File: config.mk
export PLATFORM = sky130hd
export DESIGN_NAME = tag_alloc_arbiter
export DESIGN_NICKNAME = d
export VERILOG_FILES = /design/src/rtl/tag_alloc_arbiter.sv
export SDC_FILE = /design/constraint.sdc
export NUM_CORES = 1
export LEC_CHECK = 0
export ABC_AREA = 1
export BUFFER_PORTS_ARGS = -buffer_cell sky130_fd_sc_hd__buf_2
export CORE_ASPECT_RATIO = 0.8
export CORE_MARGIN = 2
export CORE_UTILIZATION = 48
export DETAILED_ROUTE_END_ITERATION = 16
export PLACE_DENSITY = 0.82
export REMOVE_ABC_BUFFERS = 1
export SETUP_SLACK_MARGIN = 0.4
export SYNTH_ARGS = -nofsm -noshare
export SYNTH_HDL_FRONTEND = slang
export SYNTH_SLANG_ARGS = --single-unit
File: constraint.sdc
create_clock -name clk -period 5.1 [get_ports clk]
set_clock_uncertainty 0.2 [all_clocks]
set_input_delay 0.255 -clock clk [delete_from_list [all_inputs] [get_ports clk]]
set_output_delay 0.255 -clock clk [all_outputs]
set_load 0.02 [all_outputs]
File: src/rtl/tag_alloc_arbiter.sv
// Prefetches free tags from the dispatch tag FIFO, grants them round-robin to NUM_REQ
// requesters, and buffers CDB returns for FIFO write-back. Optional macro: TAG_ALLOC_STATS_EN.
module tag_alloc_arbiter #(
    parameter int TAG_WIDTH = 6,
    parameter int NUM_REQ   = 4,
    parameter int RET_DEPTH = 2
) (
    input  logic                 clk,
    input  logic                 reset,
    input  logic                 flush,
    input  logic [NUM_REQ-1:0]   req,
    output logic [NUM_REQ-1:0]   grant,
    output logic [TAG_WIDTH-1:0] grant_tag,
    input  logic [TAG_WIDTH-1:0] ret_tag,
    input  logic                 ret_valid,
    output logic                 ret_ovf,
    output logic                 ren_tf,
    input  logic [TAG_WIDTH-1:0] tagout_tf,
    input  logic                 ef_tf,
    input  logic                 ff_tf,
    output logic [TAG_WIDTH-1:0] cdb_tag_tf,
    output logic                 cdb_tag_tf_valid,
    output logic                 flush_tf,
`ifdef TAG_ALLOC_STATS_EN
    output logic [15:0]          stall_cnt,
`endif
    output logic [1:0]           dbg_state
);
    localparam int RR_W = $clog2(NUM_REQ);
    localparam int RP_W = (RET_DEPTH > 1) ? $clog2(RET_DEPTH) : 1;
    localparam int RC_W = $clog2(RET_DEPTH) + 1;

    // Handshakes: req is a level; a grant is consumed at the clock edge it is shown.
    // ret_valid is a one-cycle pulse; ren_tf/cdb_tag_tf_valid are one-cycle FIFO strobes.
    typedef enum logic [1:0] {
        S_FILL = 2'd0,
        S_WAIT = 2'd1,
        S_HELD = 2'd2
    } state_t;

    state_t                 r_state, w_next_state;
    logic                   r_hold_valid;
    logic [TAG_WIDTH-1:0]   r_hold_tag;
    logic [RR_W-1:0]        r_rr_ptr;
    logic [RR_W-1:0]        w_winner;
    logic                   w_any_req;
    logic                   w_grant_fire;
    logic [TAG_WIDTH-1:0]   r_ret_mem [RET_DEPTH];
    logic [RP_W-1:0]        r_ret_wr, r_ret_rd;
    logic [RC_W-1:0]        r_ret_cnt;
    logic                   r_ret_ovf;
    logic                   w_ret_full, w_ret_empty, w_enq, w_deq;

    function automatic logic [RR_W-1:0] rr_idx(input logic [RR_W-1:0] base, input int k);
        int s;
        s = int'(base) + k;
        if (s >= NUM_REQ) s = s - NUM_REQ;
        return RR_W'(s);
    endfunction

    function automatic logic [RP_W-1:0] ptr_inc(input logic [RP_W-1:0] p);
        return (p == RP_W'(RET_DEPTH - 1)) ? '0 : p + 1'b1;
    endfunction

    // Scan downward so the lowest offset from r_rr_ptr is the last (winning) assignment.
    always_comb begin
        w_winner  = r_rr_ptr;
        w_any_req = |req;
        for (int k = NUM_REQ - 1; k >= 0; k--) begin
            if (req[rr_idx(r_rr_ptr, k)]) w_winner = rr_idx(r_rr_ptr, k);
        end
    end

    assign w_ret_full  = (r_ret_cnt == RC_W'(RET_DEPTH));
    assign w_ret_empty = (r_ret_cnt == '0);

    always_comb begin
        w_next_state = r_state;
        ren_tf       = 1'b0;
        grant        = '0;
        w_grant_fire = 1'b0;
        case (r_state)
            S_FILL: begin
                if (!ef_tf && !w_ret_full) begin
                    ren_tf       = 1'b1;
                    w_next_state = S_WAIT;
                end
            end
            S_WAIT: w_next_state = S_HELD;
            S_HELD: begin
                if (w_any_req && r_hold_valid) begin
                    grant        = NUM_REQ'(1) << w_winner;
                    w_grant_fire = 1'b1;
                    w_next_state = S_FILL;
                end
            end
            default: w_next_state = S_FILL;
        endcase
        if (reset || flush) begin
            ren_tf       = 1'b0;
            grant        = '0;
            w_grant_fire = 1'b0;
            w_next_state = S_FILL;
        end
    end

    // The FIFO write only goes out when no read is issued, so the port never sees both.
    assign w_deq            = !w_ret_empty && !ren_tf && !ff_tf && !flush && !reset;
    assign w_enq            = ret_valid && !flush && !w_ret_full;
    assign cdb_tag_tf       = r_ret_mem[r_ret_rd];
    assign cdb_tag_tf_valid = w_deq;
    assign grant_tag        = r_hold_tag;
    assign ret_ovf          = r_ret_ovf;
    assign flush_tf         = flush;
    assign dbg_state        = r_state;

    always_ff @(posedge clk) begin
        if (reset) begin
            r_state      <= S_FILL;
            r_hold_valid <= 1'b0;
            r_rr_ptr     <= '0;
            r_ret_wr     <= '0;
            r_ret_rd     <= '0;
            r_ret_cnt    <= '0;
            r_ret_ovf    <= 1'b0;
        end else begin
            r_state <= w_next_state;
            if (flush) begin
                r_hold_valid <= 1'b0;
                r_ret_wr     <= '0;
                r_ret_rd     <= '0;
                r_ret_cnt    <= '0;
            end else begin
                if (r_state == S_WAIT) begin
                    r_hold_tag   <= tagout_tf;
                    r_hold_valid <= 1'b1;
                end else if (w_grant_fire) begin
                    r_hold_valid <= 1'b0;
                    r_rr_ptr     <= (w_winner == RR_W'(NUM_REQ - 1)) ? '0 : w_winner + 1'b1;
                end
                if (w_enq) begin
                    r_ret_mem[r_ret_wr] <= ret_tag;
                    r_ret_wr            <= ptr_inc(r_ret_wr);
                end
                if (w_deq) r_ret_rd <= ptr_inc(r_ret_rd);
                if (ret_valid && w_ret_full) r_ret_ovf <= 1'b1;
                r_ret_cnt <= r_ret_cnt + RC_W'(w_enq) - RC_W'(w_deq);
            end
        end
    end

`ifdef TAG_ALLOC_STATS_EN
    logic [15:0] r_stall_cnt;
    always_ff @(posedge clk) begin
        if (reset || flush) begin
            r_stall_cnt <= '0;
        end else if (w_any_req && !(|grant) && (r_stall_cnt != 16'hFFFF)) begin
            r_stall_cnt <= r_stall_cnt + 16'd1;
        end
    end
    assign stall_cnt = r_stall_cnt;
`endif

endmodule

Yosys cells after proc, flatten, opt, wreduce, memory -nomap -nowiden. Memories as Yosys holds them, arrays and structs flattened. A register that Yosys moved wholly into a read port is not among the register bits. Index checks and enable logic that the tools add are counted.

Add/sub/neg operators: 12. Shift operators: 1. Multipliers: 0. Reductions and logical operators: 27. Div/mod/pow operators: 0. Bitwise operators: 3. Mux-type cells: 39. Magnitude comparators: 8. Equality and inequality tests: 6.

Operator list (count): $mux 2 (11); $mux 1 (20); $lt 2x3->1 const B (4); $mux 4 (3); $ge 3x3->1 const B (3); $logic_and 1x1->1 (9); $bmux 1 s2 (4); $sub 2x1->2 const B (4); $logic_not 1->1 (7); $add 2x2->3 const B (2); $eq 2x2->1 const B (3); $pmux 2 s3 (1); $reduce_and 3->1 (2); $logic_not 2->1 (2); $ne 2x2->1 const B (2); $reduce_and 2->1 (2); $reduce_or 2->1 (2); $reduce_or 4->1 (1); $shl 1x2->4 const A (1); $add 2x1->3 const B (1); $ge 2x3->1 const B (1); $not 1->1 (3); $add 1x1->1 const B (2); $add 2x1->2 (1); 5 further kinds (5).

Memory bits (writable): 12. Word-level logic and storage cells: 105. Memories: 1. Bits of input ports: 22. Output and inout bits: 22. Latch bits: 0. Register bits after elaboration: 16. ROM bits: 0.

Memories: r_ret_mem (depth 2, bits a word 6, rd ports 1, clocked after Yosys merged registers in 1, wr ports 1, RTL line 48) `logic [TAG_WIDTH-1:0] r_ret_mem [RET_DEPTH];`.

Longest topological paths before layout. Gate-level depths: netlist (run 1).

Depth after elaboration: 13. Mapped depth: 14. Gate-level depth less buffers: 14.

Worst setup path before layout (run 1). No wires, ideal clock.

Path type: register -> register. Start point: register r_state[0] (netlist: dbg_state[0]). End point: register r_ret_cnt[1]. Setup slack: 2.990 ns. Library setup time: 0.120 ns. Data required time: 4.780 ns. Data arrival time: 1.790 ns. Cell stages (with the launch flop): 11. Period minus slack after synthesis: 2.110 ns. Path buffers: 0. Cells stage by stage: dfxtp_1 -> nor3_1 -> nand3_1 -> inv_1 -> nor2_4 -> ha_1 -> inv_1 -> ha_1 -> xor2_1 -> o21ai_0 -> a21oi_1.

Word-level cells in the longest chain between the ends: 9.

RTL lines: start, declared (RTL line 41) `state_t r_state, w_next_state;`; start signal, assigned (RTL line 127) `r_state <= w_next_state;`; $logic_not 2->1 (RTL line 82) `case (r_state)`; $mux 1 (RTL line 82); $mux 1 (RTL line 99) `if (reset || flush) begin`; named net ren_tf (RTL line 17) `output logic ren_tf,`; $logic_not 1->1 (RTL line 108) `assign w_deq = !w_ret_empty && !ren_tf && !ff_tf && !flush && !reset;`; $logic_and 1x1->1 (4 in a row) (RTL line 108); named net cdb_tag_tf_valid (RTL line 22) `output logic cdb_tag_tf_valid,`; $sub 2x1->2 (RTL line 147) `r_ret_cnt <= r_ret_cnt + RC_W'(w_enq) - RC_W'(w_deq);`; end signal, assigned (RTL line 147); end, declared (RTL line 50) `logic [RC_W-1:0] r_ret_cnt;`.

The timed path passes the listed nets, and every way through them passes these cells. A chain may end at the register's enable or synchronous reset.

Worst setup path in the final report (run 1).
Start point: register r_rr_ptr[0]. End point: output grant[2].

Word-level cells in the longest chain between the ends: 13. Elaborated cells between the ends (all ways): 31. Classes of those cells: add/sub: 7; order compare: 4; shift: 1; mux: 19.

RTL lines: start, declared (RTL line 44) `logic [RR_W-1:0] r_rr_ptr;`; start signal, assigned (RTL line 139) `r_rr_ptr <= (w_winner == RR_W'(NUM_REQ - 1)) ? '0 : w_winner + 1'b1;`; $add 2x2->3 (RTL line 56) `s = int'(base) + k;`; $ge 3x3->1 or $sub 2x1->2 (tied branches) (RTL line 57) `if (s >= NUM_REQ) s = s - NUM_REQ;`; $mux 2 (RTL line 57); $bmux 1 s2 (RTL line 70) `if (req[rr_idx(r_rr_ptr, k)]) w_winner = rr_idx(r_rr_ptr, k);`; $mux 1 (not written as such) (RTL line 70); $mux 2 (3 in a row) (RTL line 70); $mux 2 * (RTL line 70); $shl 1x2->4 * (RTL line 92) `grant = NUM_REQ'(1) << w_winner;`; $mux 4 * (RTL line 91) `if (w_any_req && r_hold_valid) begin`; $mux 4 * (RTL line 82); $mux 4 * (RTL line 99); end, declared (RTL line 12) `output logic [NUM_REQ-1:0] grant,`.

Mark *: on every way between the ends. The rest lies on a longest branch, timed or not. The select of a mux whose other input is x is not followed.

==> results of run 1 <==
## final cells by class
cell class,instances,area (sq um)
fill,225,931
sequential,29,761
clock buffer,6,72.6
inverter,27,101
tap,38,47.5
clock inverter,2,10.0
timing repair buffer,55,335
multi-input combinational,92,528
## report_power, final
group / switching (mW) / leakage, nW / total [mW] / internal [mW]
sequential: 0.00166 / 0.252 / 0.255 / 0.253
combinational: 0.0270 / 0.563 / 0.0496 / 0.0226
clock: 0.0777 / 0.0450 / 0.172 / 0.0940
## path summary, 6_finish.rpt
kind | to | slack [ns] | depth (start not counted) | startpoint
setup / recovery | grant[2] | 2.42 | 12 | r_rr_ptr[0]
hold / removal | ret_ovf | 0.04 | 2 | reset
setup reg to reg | r_rr_ptr[1] | 2.88 | 11 | r_rr_ptr[0]
hold reg to reg | ret_ovf | 0.25 | 2 | ret_ovf
## state kept, by name (all words and copies together) (netlist names), named ones only
name and cells:
r_ret_mem 12, grant_tag 6, dbg_state 2, r_ret_cnt 2
r_rr_ptr 2, r_hold_valid 1, r_ret_rd 1, r_ret_wr 1
ret_ovf 1
## worst max-delay path: stages, from the launching register on
cell and delay [ns]:
dfxtp_1 0.53, inv_1 0.19, nand2_1 0.10, nand2_1 0.06
nand2_1 0.08, o21ai_1 0.07, a21boi_1 0.13, o21ai_1 0.12
a21oi_1 0.21, ha_1 0.18, inv_1 0.04, nor2_1 0.08
buf_2 0.16
## per-layer routing
metal	global-route usage (%)	vias to the layer above	part of all wire, %
li1	-	609	-
met1	23.1	471	47
met2	26.0	38	45
met3	5.81	4	7.0
met4	7.45	0	1.1
met5	0	-	0
## through the flow
| stage | setup slack (ns) | hold WS (ns) | instance area (sq um) |
|---|---|---|---|
| 3_5_place_dp | 2.77 | 0.235 | 1650 |
| 2_1_floorplan | 2.95 | 0.124 | 1390 |
| 6_report | 2.42 | 0.0378 | 1860 |
| 5_1_grt | 2.10 | 0.0489 | 1860 |
| 3_3_place_gp | 2.79 | 0.232 | 1650 |
| 4_1_cts | 2.46 | 0.0360 | 1860 |
## kinds of logic after synthesis
family | Yosys count
AO/OA/AOI/OAI | 21
XOR/XNOR | 1
adder cells (fa/ha/maj) | 6
buffers and inverters | 30
flip-flops | 29
multiplexers | 6
AND/OR/NAND/NOR | 58
## cell usage in the layout, fill, tap and decap left out, types with 6 or more instances in the layout
| master | instances |
|---|---|
| a21oi_1 | 9 |
| buf_2 | 43 |
| ha_1 | 6 |
| mux2_2 | 6 |
| inv_1 | 22 |
| nor2_1 | 9 |
| nand2_1 | 28 |
| o21ai_1 | 7 |
| dlygate4sd3_1 | 12 |
| nand3_1 | 8 |
| edfxtp_1 | 18 |
| dfxtp_1 | 11 |
## repair_timing
action,CTS,global route
gates resized for setup,0,0
hold buffers,12,0
hold endpoints to repair,18,0
buffers inserted,0,0
==> impl_metrics.py, run 1 <==
metrics = {
    "power_and_ir_drop": {
        "p_leak_nw": 0.860,
        "peakVddDrop_uv": 165,
        "power_density_nw_per_um2": 256,
        "totalPowerFinal_mw": 0.476,
    },
    "synthesis": {
        "ys_seq_area_share_pct": 53.9,
        "synthXorXnorAreaFrac_pct": 0.620,
        "yosys_most_used_dff": "edfxtp_1",
        "synth_common_cells": "28 x nand2_1, 22 x inv_1, 18 x edfxtp_1",
        "synth_seq_cells": 29,
        "yosysTopAreaCellShare_pct": 38.3,
        "syn_inst": 151,
        "synth.area.mux_share_pct": 4.78,
        "synth-simple-area-share_pct": 18.8,
        "ys_types": 23,
        "synth.largest_area_cell": "edfxtp_1",
        "syn_avg_cell_area_sq_um": 9.36,
        "synth_compound_area_share_pct": 7.88,
        "yosysMostFrequentCell": "nand2_1",
        "synth-async-reset-ratio_pct": 0,
        "yosys_warnings": 0,
        "synth_area_leaders": "edfxtp_1 38%, dfxtp_1 16%, nand2_1 7.4%, inv_1 5.8%, ha_1 5.3%",
        "synth_top_family_by_area": "simple AND/OR/NAND/NOR gates",
        "synth-edff-count": 18,
        "synthAdderAreaFrac_pct": 5.31,
        "syn_area_sq_um": 1410,
    },
    "cts": {
        "insertion_delay_ns": 0.28,
        "path_clk_slew_ns": 0.06,
        "cts_max_level": 2,
        "cts_buffer_depth": 2,
        "cts_tree": "done",
        "cts_sinks": 29,
        "root_buffer": "clkbuf_8",
        "cts_made_buffers": 5,
    },
    "floorplan": {
        "die-area_sq_um": 3400,
        "rows": 17,
        "start_util_pct": 50.7,
        "die_h_um": 52.5,
        "die_w_um": 64.7,
        "io_pins": 44,
        "coreArea_sq_um": 2790,
    },
    "min_path": {
        "hp-class": "input pin to register",
    },
    "detailed_routing": {
        "num_vias": 1122,
        "first_pass_iters": 4,
        "drc_errors": 0,
        "drt_iter0_drc": 32,
        "wl_per_cell_um": 10.5,
        "viasPerCell": 4.51,
        "detail-route-antenna-nets": 0,
        "wl_mm": 2.62,
    },
    "finish": {
        "area_growth_pct": 31.4,
        "final_cells": 249,
        "utilization_pct": 66.6,
        "num_antenna_cells": 0,
        "layout-drive-gt1-share_pct": 33.2,
        "nNetsFinal": 238,
    },
    "place": {
        "io_buffers": 43,
        "gp_congestion": 0.920,
        "place_inst": 229,
        "hpwlAfterDp_mm": 1.88,
    },
    "timing": {
        "final-hold-violation-count": 0,
        "slew_headroom_pct": 43.8,
        "setup_viol": 0,
        "fin_crit_sh_pct": 52.5,
        "drv_slew": 0,
        "grt_setup_unrepaired": "no",
        "max_freq_mhz": 374,
        "period_needed_ns": 2.68,
        "worstMarginPinSlew_ns": 0.836,
        "tns_ns": 0,
    },
    "worst_setup_path": {
        "cp.required_ns": 4.64,
        "critPathLaunchType": "register",
        "worst_setup_path_end_kind": "primary output",
        "path_class": "register to primary output",
        "cp_max_fo": 11,
        "arrival_ns": 2.22,
    },
    "global_routing": {
        "grt_pass1_wl_mm": 4.29,
        "antenna_found_initial": 0,
        "first_global_vias": 1017,
        "grt_max_degree": 12,
        "grt_overflow_total": 0,
        "grtUsageTotal_pct": 17.4,
    },
    "status": {
        "status": "finished, final reports clean",
    },
    "job": {
        "max_cap_viol_count": 0,
    },
}
No activity file was read; power rests on OpenSTA's default activity.
==> inputs of run 2 (changes only) <==
--- a/config.mk
+++ b/config.mk
@@ -9,9 +9,9 @@
 export BUFFER_PORTS_ARGS = -buffer_cell sky130_fd_sc_hd__buf_2
 export CORE_ASPECT_RATIO = 0.8
 export CORE_MARGIN = 2
-export CORE_UTILIZATION = 48
+export CORE_UTILIZATION = 45
 export DETAILED_ROUTE_END_ITERATION = 16
-export PLACE_DENSITY = 0.82
+export PLACE_DENSITY = 0.8
 export REMOVE_ABC_BUFFERS = 1
 export SETUP_SLACK_MARGIN = 0.4
 export SYNTH_ARGS = -nofsm -noshare
==> constraint.sdc (replaced) <==
create_clock -name clk -period 2.3 [get_ports clk]
set_clock_uncertainty 0.2 [all_clocks]
set_input_delay 0.115 -clock clk [delete_from_list [all_inputs] [get_ports clk]]
set_output_delay 0.115 -clock clk [all_outputs]
set_load 0.02 [all_outputs]
==> run 2 against run 1 <==
Net effect: via count up 13%; worst hold slack got worse by 0.033 ns; largest power group unchanged; design area grew 16%; critical endpoint is now grant[0]; flip-flop and latch count stayed put; combinational power rose to 2.8 times the previous value; power grew 130%; non-clock buffer count grew 13; cell count rose by 6.0%; sequential power up 120%.
==> impl_metrics.py, run 2 (synthesis results as in run 1) <==
metrics = {
    "min_path": {
        "hp-class": "input pin to register",
        "hp-start": "ret_valid",
    },
    "finish": {
        "final_cells": 264,
        "regMostFlops": "r_ret_mem",
        "num_antenna_cells": 0,
        "area_growth_pct": 51.7,
        "layout-drive-gt1-share_pct": 49.1,
        "final_cell_mix": "39 x buf_2, 19 x dlygate4sd3_1, 18 x edfxtp_1",
        "layout_commonest_cell": "buf_2",
        "largest_register_ffs": 12,
        "nNetsFinal": 251,
    },
    "job": {
        "max_cap_viol_count": 0,
    },
    "timing": {
        "final-hold-violation-count": 0,
        "worstMarginPinSlew_ns": 0.492,
        "grt_setup_unrepaired": "yes",
        "tns_ns": 0,
        "fin_crit_sh_pct": 98.8,
        "slew_headroom_pct": 67.1,
        "period_needed_ns": 2.27,
        "drv_slew": 0,
        "max_freq_mhz": 440,
        "setup_viol": 0,
    },
    "global_routing": {
        "grt_max_degree": 9,
        "grt_pass1_wl_mm": 4.75,
        "first_global_vias": 1188,
        "grt_overflow_total": 0,
        "antenna_found_initial": 0,
        "grtUsageTotal_pct": 18.1,
    },
    "worst_setup_path": {
        "path_class": "register to primary output",
        "critPathLaunchType": "register",
        "cp.required_ns": 1.99,
        "worstReg2RegStart": "r_rr_ptr[0]",
        "worst_setup_path_end_kind": "primary output",
        "critPathLaunch": "r_rr_ptr[0]",
        "cp_max_fo": 5,
        "arrival_ns": 1.96,
    },
    "power_and_ir_drop": {
        "power_frac_seq_pct": 52.2,
        "power_density_nw_per_um2": 504,
        "p_leak_nw": 0.948,
        "clkPwrFrac_pct": 34.9,
        "peakVddDrop_uv": 455,
        "combPwrFrac_pct": 12.9,
        "internal_power_mw": 0.839,
        "swShare_pct": 22.3,
        "switchingPower_mw": 0.241,
    },
    "floorplan": {
        "start_util_pct": 46.5,
        "die_w_um": 66.6,
        "rows": 18,
        "io_pins": 44,
        "coreArea_sq_um": 3040,
        "die-area_sq_um": 3610,
        "die_h_um": 54.1,
    },
    "place": {
        "gp_congestion": 0.780,
        "hpwlAfterDp_mm": 1.92,
        "io_buffers": 43,
        "place_inst": 234,
    },
    "cts": {
        "insertion_delay_ns": 0.27,
        "cts_max_level": 2,
        "cts_tree": "done",
        "cts_made_buffers": 5,
        "cts_sinks": 29,
        "cts_buffer_depth": 2,
        "root_buffer": "clkbuf_8",
        "path_clk_slew_ns": 0.05,
    },
    "detailed_routing": {
        "num_vias": 1269,
        "drc_errors": 0,
        "wl_per_cell_um": 12.6,
        "detail-route-antenna-nets": 0,
        "viasPerCell": 4.81,
        "drt_iter0_drc": 77,
        "first_pass_iters": 4,
        "wl_mm": 3.32,
    },
    "status": {
        "status": "finished, final reports clean",
    },
}
-- run 2: path summary, 6_finish.rpt --
check	cells past startpoint	slack, ns	to
worst max register to register	11	0.36	r_rr_ptr[1]
worst min register to register	1	0.27	register
worst min-delay path	3	0.005	r_ret_wr
worst max-delay path	13	0.03	grant[0]
-- run 2: repair_timing --
item,CTS,global route
hold buffers,19,0
cloned,1,0
endpoints found under the setup margin,6,6
endpoints found under the hold margin,23,0
pin swaps,12,9
buffers inserted,1,1
resized for setup,22,34
-- run 2: worst max-delay path: stages, from the launching register on --
cell and delay [ns]:
dfxtp_4 0.39, buf_8 0.14, nand2_4 0.06, nand2_4 0.06, nand2_2 0.05, o21ai_1 0.07
a21boi_1 0.10, o21ai_2 0.19, nand2_1 0.10, nand2_2 0.08, ha_2 0.16, inv_1 0.04
nor2_1 0.09, buf_4 0.15
-- run 2: through the flow --
stage / instance area (sq um) / setup slack [ns] / total power, mW / hold WS (ns) / utilization (%)
CTS: 2010 / 0.108 / 1.08 / 0.00500 / 66.0
floorplan: 1390 / 0.190 / 0.630 / -0.0159 / -
global route: 2140 / -0.0945 / 1.13 / 0.0131 / 70.5
detailed placement: 1680 / 0.326 / 0.669 / 0.0993 / 55.2
global placement: 1680 / 0.357 / 0.668 / 0.0921 / 55.2
finish: 2140 / 0.0280 / 1.08 / 0.00521 / 70.5
-- run 2: layout make-up --
type,instances,area [sq um]
Fill cell,207,897
Sequential cell,29,773
Multi-Input combinational cell,92,659
Timing Repair Buffer,68,472
Inverter,27,109
Clock buffer,8,80.1
Tap cell,40,50.0
-- run 2: per-layer routing --
metal  wire (um)  vias up  global-route usage [%]  share of wire (%)
met5           0        -                       0                  0
met4         108        0                    11.9                3.3
met3         180       11                    5.02                5.4
met2        1650       47                    31.5                 50
met1        1390      579                    19.7                 42
li1            -      632                       -                  -
-- run 2: power groups by stage --
stage          sequential, mW  combinational, mW  clock, mW
2_1_floorplan           0.578             0.0520          0
3_3_place_gp            0.575             0.0936          0
3_5_place_dp            0.575             0.0944          0
4_1_cts                 0.564              0.123      0.388
5_1_grt                 0.564              0.153      0.415
6_report                0.563              0.139      0.377
